--- config.mk ---
export PLATFORM = sky130hd
export DESIGN_NAME = idli_uart_tx_m
export DESIGN_NICKNAME = d
export VERILOG_FILES = /design/src/rtl/idli_uart_tx_m.sv
export SDC_FILE = /design/constraint.sdc
export NUM_CORES = 1
export LEC_CHECK = 0
export ABC_AREA = 1
export CAP_MARGIN = 20
export CORE_MARGIN = 2
export CORE_UTILIZATION = 57
export DETAILED_ROUTE_END_ITERATION = 7
export GPL_TIMING_DRIVEN = 0
export PLACE_DENSITY = 0.8
export RECOVER_POWER = 25
export SYNTH_ARGS = -nofsm -noshare
export SYNTH_HDL_FRONTEND = slang
export SYNTH_SLANG_ARGS = --single-unit
--- constraint.sdc ---
create_clock -name i_uart_gck -period 2.85 [get_ports i_uart_gck]
set_input_delay 0.57 -clock i_uart_gck [delete_from_list [all_inputs] [get_ports i_uart_gck]]
set_output_delay 0.57 -clock i_uart_gck [all_outputs]
set_load 0.01 [all_outputs]
--- src/rtl/idli_uart_tx_m.sv ---
// 8N1 UART transmitter behind a 2-byte buffer; start bit appears 2 cycles after the accepting edge.
// o_uart_tx_acp drops whenever the request's byte count exceeds the free buffer space.
module idli_uart_tx_m #(
  parameter int CLKS_PER_BIT = 16,
  parameter int BUF_DEPTH    = 2
) (
  input  logic        i_uart_gck,
  input  logic        i_uart_rst_n,
  input  logic        i_uart_tx_vld,
  input  logic        i_uart_tx_lo,
  input  logic        i_uart_tx_hi,
  input  logic [15:0] i_uart_tx_data,
  output logic        o_uart_tx_acp,
  output logic        o_uart_tx_busy,
  output logic        o_uart_tx
);

  localparam int             BCW       = (CLKS_PER_BIT > 2) ? $clog2(CLKS_PER_BIT) : 1;
  localparam logic [BCW-1:0] BCNT_LAST = BCW'(CLKS_PER_BIT - 1);
  localparam logic [1:0]     DEPTH     = 2'(BUF_DEPTH);

  typedef enum logic [1:0] {
    IDLE,
    START,
    DATA,
    STOP
  } state_t;

  state_t         state;
  logic [BCW-1:0] bcnt;
  logic [2:0]     idx;
  logic [7:0]     shift;
  logic           tx_q;

  logic [7:0]     buf_q [2];
  logic           wptr;
  logic           rptr;
  logic [1:0]     occ;

  logic [1:0]     req_n;
  logic [1:0]     free;
  logic           acp;
  logic           push;
  logic           pop;
  logic           bit_end;

  // Free space uses the pre-pop occupancy, so a same-cycle pop never frees room early.
  always_comb begin
    req_n   = {1'b0, i_uart_tx_lo} + {1'b0, i_uart_tx_hi};
    free    = DEPTH - occ;
    acp     = free >= req_n;
    push    = i_uart_tx_vld && acp && (req_n != 2'd0);
    bit_end = (bcnt == BCNT_LAST);
    pop     = (occ != 2'd0) && ((state == IDLE) || ((state == STOP) && bit_end));
  end

  assign o_uart_tx_acp  = acp;
  assign o_uart_tx_busy = (occ != 2'd0) || (state != IDLE);
  assign o_uart_tx      = tx_q;

  // Lo lands in the write slot, hi in the one after it, so lo leaves the line first.
  always_ff @(posedge i_uart_gck) begin
    if (push) begin
      if (i_uart_tx_lo) begin
        buf_q[wptr] <= i_uart_tx_data[7:0];
        if (i_uart_tx_hi) begin
          buf_q[~wptr] <= i_uart_tx_data[15:8];
        end
      end else begin
        buf_q[wptr] <= i_uart_tx_data[15:8];
      end
    end
  end

  always_ff @(posedge i_uart_gck) begin
    if (!i_uart_rst_n) begin
      wptr <= 1'b0;
      rptr <= 1'b0;
      occ  <= 2'd0;
    end else begin
      if (push) begin
        wptr <= wptr ^ req_n[0];
      end
      if (pop) begin
        rptr <= ~rptr;
      end
      occ <= occ + (push ? req_n : 2'd0) - {1'b0, pop};
    end
  end

  // tx_q is loaded with the level of the state being entered, keeping the line aligned with state.
  always_ff @(posedge i_uart_gck) begin
    if (!i_uart_rst_n) begin
      state <= IDLE;
      bcnt  <= '0;
      idx   <= 3'd0;
      shift <= 8'h00;
      tx_q  <= 1'b1;
    end else begin
      case (state)
        IDLE: begin
          if (pop) begin
            shift <= buf_q[rptr];
            bcnt  <= '0;
            state <= START;
            tx_q  <= 1'b0;
          end
        end
        START: begin
          if (bit_end) begin
            bcnt  <= '0;
            idx   <= 3'd0;
            state <= DATA;
            tx_q  <= shift[0];
          end else begin
            bcnt <= bcnt + 1'b1;
          end
        end
        DATA: begin
          if (bit_end) begin
            bcnt <= '0;
            if (idx == 3'd7) begin
              state <= STOP;
              tx_q  <= 1'b1;
            end else begin
              idx  <= idx + 3'd1;
              tx_q <= shift[idx + 3'd1];
            end
          end else begin
            bcnt <= bcnt + 1'b1;
          end
        end
        STOP: begin
          if (bit_end) begin
            bcnt <= '0;
            if (pop) begin
              shift <= buf_q[rptr];
              state <= START;
              tx_q  <= 1'b0;
            end else begin
              state <= IDLE;
              tx_q  <= 1'b1;
            end
          end else begin
            bcnt <= bcnt + 1'b1;
          end
        end
        default: begin
          state <= IDLE;
          bcnt  <= '0;
          tx_q  <= 1'b1;
        end
      endcase
    end
  end

endmodule

==> flow_metrics.env <==
export IMPL_run_status="finished, final reports clean"
export IMPL_postRouteAntennaNets=0
export IMPL_drive_above_1_share_pct=14.8
export IMPL_final_cells=367
export IMPL_post_route_min_period_ns=2.72
export IMPL_hold_viol=0
export IMPL_grt_pass1_vias=1667
export IMPL_max_freq_ghz=0.368
export IMPL_antenna_cells=0
export IMPL_clk_latency_ns=0.30
export IMPL_cts_buffer_depth=2
export IMPL_required_ns=2.28
export IMPL_slew_viol_final=0
export IMPL_clock_sinks=39
export IMPL_final_common_cell="inv_1"
export IMPL_r2r_end="occ[1]"
export IMPL_critPathLaunch="i_uart_tx_lo"
export IMPL_grt_max_degree=13
export IMPL_synth_avg_cell_area_um2=8.35
export IMPL_antenna_found_initial=0
export IMPL_io_pins=24
export IMPL_max_vdd_ir_drop_uv=375
export IMPL_ys_warnings_count=0
export IMPL_arrival_ns=2.15
export IMPL_setup_viol=0
export IMPL_routed_wl_mm=3.91
export IMPL_grt_first_pass_wirelength_mm=6.77
export IMPL_tightest_slew_ns=0.763
export IMPL_worstHoldStart="rptr"
export IMPL_drtPass1Iterations=4
export IMPL_start_kind="input pin"
export IMPL_yosysSeqAreaShare_pct=39.5
export IMPL_max_slew_margin_pct=49.1
export IMPL_r2r_start="occ[1]"
export IMPL_dp_hpwl_mm=3.03
export IMPL_die_w_um=68.6
export IMPL_area_growth_pct=18.6
export IMPL_synth_seq_cells=39
export IMPL_grt_use_total_pct=19.0
export IMPL_synthCells=285
export IMPL_yosysUniqueCellTypes=33
export IMPL_htreeDepth=2
export IMPL_hold_path_class="register to register"
export IMPL_criticalPathCategory="input pin to output pin"
export IMPL_portBuffers=23
export IMPL_worst_path_max_fanout=10
export IMPL_drt_iter0_drc=80
export IMPL_nets=352
export IMPL_die_y_um=68.6
export IMPL_cap_violations=0
export IMPL_fp_coreArea_um2=4000
export IMPL_finClkSkew_ns=0.00929
export IMPL_fin_crit_sh_pct=95.4
export IMPL_cts_hold_buf=0
export IMPL_synth_area_um2=2380
export IMPL_via_count=1846
export IMPL_rrSetupSlack_ns=0.44
export IMPL_die_area_um2=4710
export IMPL_clkSlewWorstSetupHoldPaths_ns=0.07
export IMPL_start_util_pct=59.5
export IMPL_final_cell_mix="51 x inv_1, 35 x nand2_1, 33 x nand3_1"
export IMPL_fillers=309
export IMPL_std_cell_rows=23
export IMPL_placed_cells=358
export IMPL_routabilityCongestion=0.782
export IMPL_grt_overflow=0
export IMPL_hold_slack_ns=0.449
export IMPL_synthesis_nets=321
export IMPL_cts_tree="built"
export IMPL_reg2reg_depth=17
export IMPL_viasPerCell=5.03
export IMPL_cts_inserted_buffers=5
export IMPL_holdPathStages=1
export IMPL_wl_per_cell_um=10.6
export IMPL_cp_end_kind="output pin"
export IMPL_drc=0
export IMPL_p_leak_nw=1.23
export IMPL_worst_hold_path_endpoint="rptr"
export IMPL_ctsRootBufferMaster="clkbuf_8"
export IMPL_powerDensity_nw_per_um2=801
Yosys cell counts:
cell | n | share of area, %
a211oi_1 | 1 | 0.32
clkbuf_1 | 1 | 0.16
nor2_1 | 8 | 1.3
xnor2_1 | 1 | 0.37
ha_1 | 15 | 7.9
o21ai_1 | 18 | 3.8
nand3_1 | 33 | 6.9
buf_6 | 5 | 2.4
nand2_2 | 10 | 2.6
nand4_4 | 1 | 0.89
o21ai_0 | 10 | 2.1
xor2_1 | 1 | 0.37
nand4_1 | 8 | 2.1
edfxtp_1 | 16 | 20
a21oi_2 | 2 | 0.74
nor2_2 | 1 | 0.26
inv_1 | 49 | 7.7
inv_2 | 4 | 0.63
clkinv_1 | 1 | 0.16
a21oi_1 | 21 | 4.4
buf_2 | 1 | 0.21
or2_1 | 1 | 0.26
nand2_1 | 34 | 5.4
nand3_4 | 2 | 1.5
nor2_4 | 1 | 0.47
nand4_2 | 1 | 0.53
and2_1 | 1 | 0.26
buf_4 | 1 | 0.32
nand2_4 | 2 | 0.95
mux2_2 | 8 | 3.8
a21oi_4 | 1 | 0.68
o21ai_2 | 3 | 1.1
dfxtp_1 | 23 | 19
area by class of cell:
| class | instances | area, um2 | share of cell area, % |
|---|---|---|---|
| plain buffers | 8 | 65.1 | 2.30 |
| clock buffers | 6 | 72.6 | 2.57 |
| clock inverters | 2 | 60.1 | 2.13 |
| inverters | 54 | 205 | 7.27 |
| multi-input cells | 184 | 1180 | 41.7 |
| flip-flops and latches | 39 | 941 | 33.3 |
| well taps | 50 | 62.6 | 2.22 |
| repair buffers | 24 | 240 | 8.51 |
metal layers:
metal  up-vias  global-route usage (%)  wire, um
li1       1011                       -         -
met1       798                    22.4      1780
met2        31                    33.1      1920
met3         6                    4.38       135
met4         0                    8.00        70
met5         -                       0         0
flip-flops by register name, indices dropped and copies added (netlist names), named ones only:
| name | cells |
|---|---|
| wptr | 1 |
| state | 2 |
| buf_q | 16 |
| rptr | 1 |
| occ | 2 |
| shift | 8 |
| bcnt | 4 |
| o_uart_tx | 1 |
| idx | 3 |
logic make-up after synthesis:
group	share of synthesized area, %
xor+xnor	0.736
buf+inv	11.6
simple gates	23.4
mux	3.78
flops	39.5
fa+ha+maj	7.88
compound gates	13.1
per-stage QoR:
stage / utilization (%) / setup WS [ns] / instance area [um2] / setup TNS, ns / power (mW)
floorplan: - / 0.195 / 2380 / 0 / 1.55
global placement: 66.8 / -0.446 / 2670 / -3.59 / 1.74
detailed placement: 66.8 / -0.488 / 2670 / -4.32 / 1.76
CTS: 70.8 / 0.0244 / 2830 / 0 / 2.32
global route: 70.6 / -0.0140 / 2820 / -0.0140 / 2.45
finish: 70.6 / 0.131 / 2820 / 0 / 2.26
power breakdown:
part | total (mW) | internal [mW] | switching, mW
Sequential | 0.782 | 0.732 | 0.0500
Clock | 0.539 | 0.350 | 0.189
Combinational | 0.941 | 0.400 | 0.541
Total | 2.26 | 1.48 | 0.780
how the worst max path moves through the flow:
stage,slack (ns),depth (start not counted),to
2_1_floorplan,0.19,16,occ[1]
3_3_place_gp,-0.45,8,o_uart_tx_acp
3_5_place_dp,-0.49,17,occ[1]
4_1_cts,0.02,8,o_uart_tx_acp
5_1_grt,-0.01,17,occ[1]
6_report,0.13,8,o_uart_tx_acp
worst max-delay path, stage by stage:
cell and delay [ns]:
clkdlybuf4s15_1 0.25, inv_4 0.17, ha_4 0.23, ha_1 0.28, o21ai_2 0.18, nand2_4 0.09
buf_6 0.15, clkdlybuf4s15_1 0.23
what timing repair did:
item,4_1_cts,5_1_grt
hold endpoints to repair,0,0
setup endpoints to repair,2,2
gates resized for setup,6,4
setup buffers,1,0
pin swaps,2,2
No activity file was read; power rests on OpenSTA's default activity.
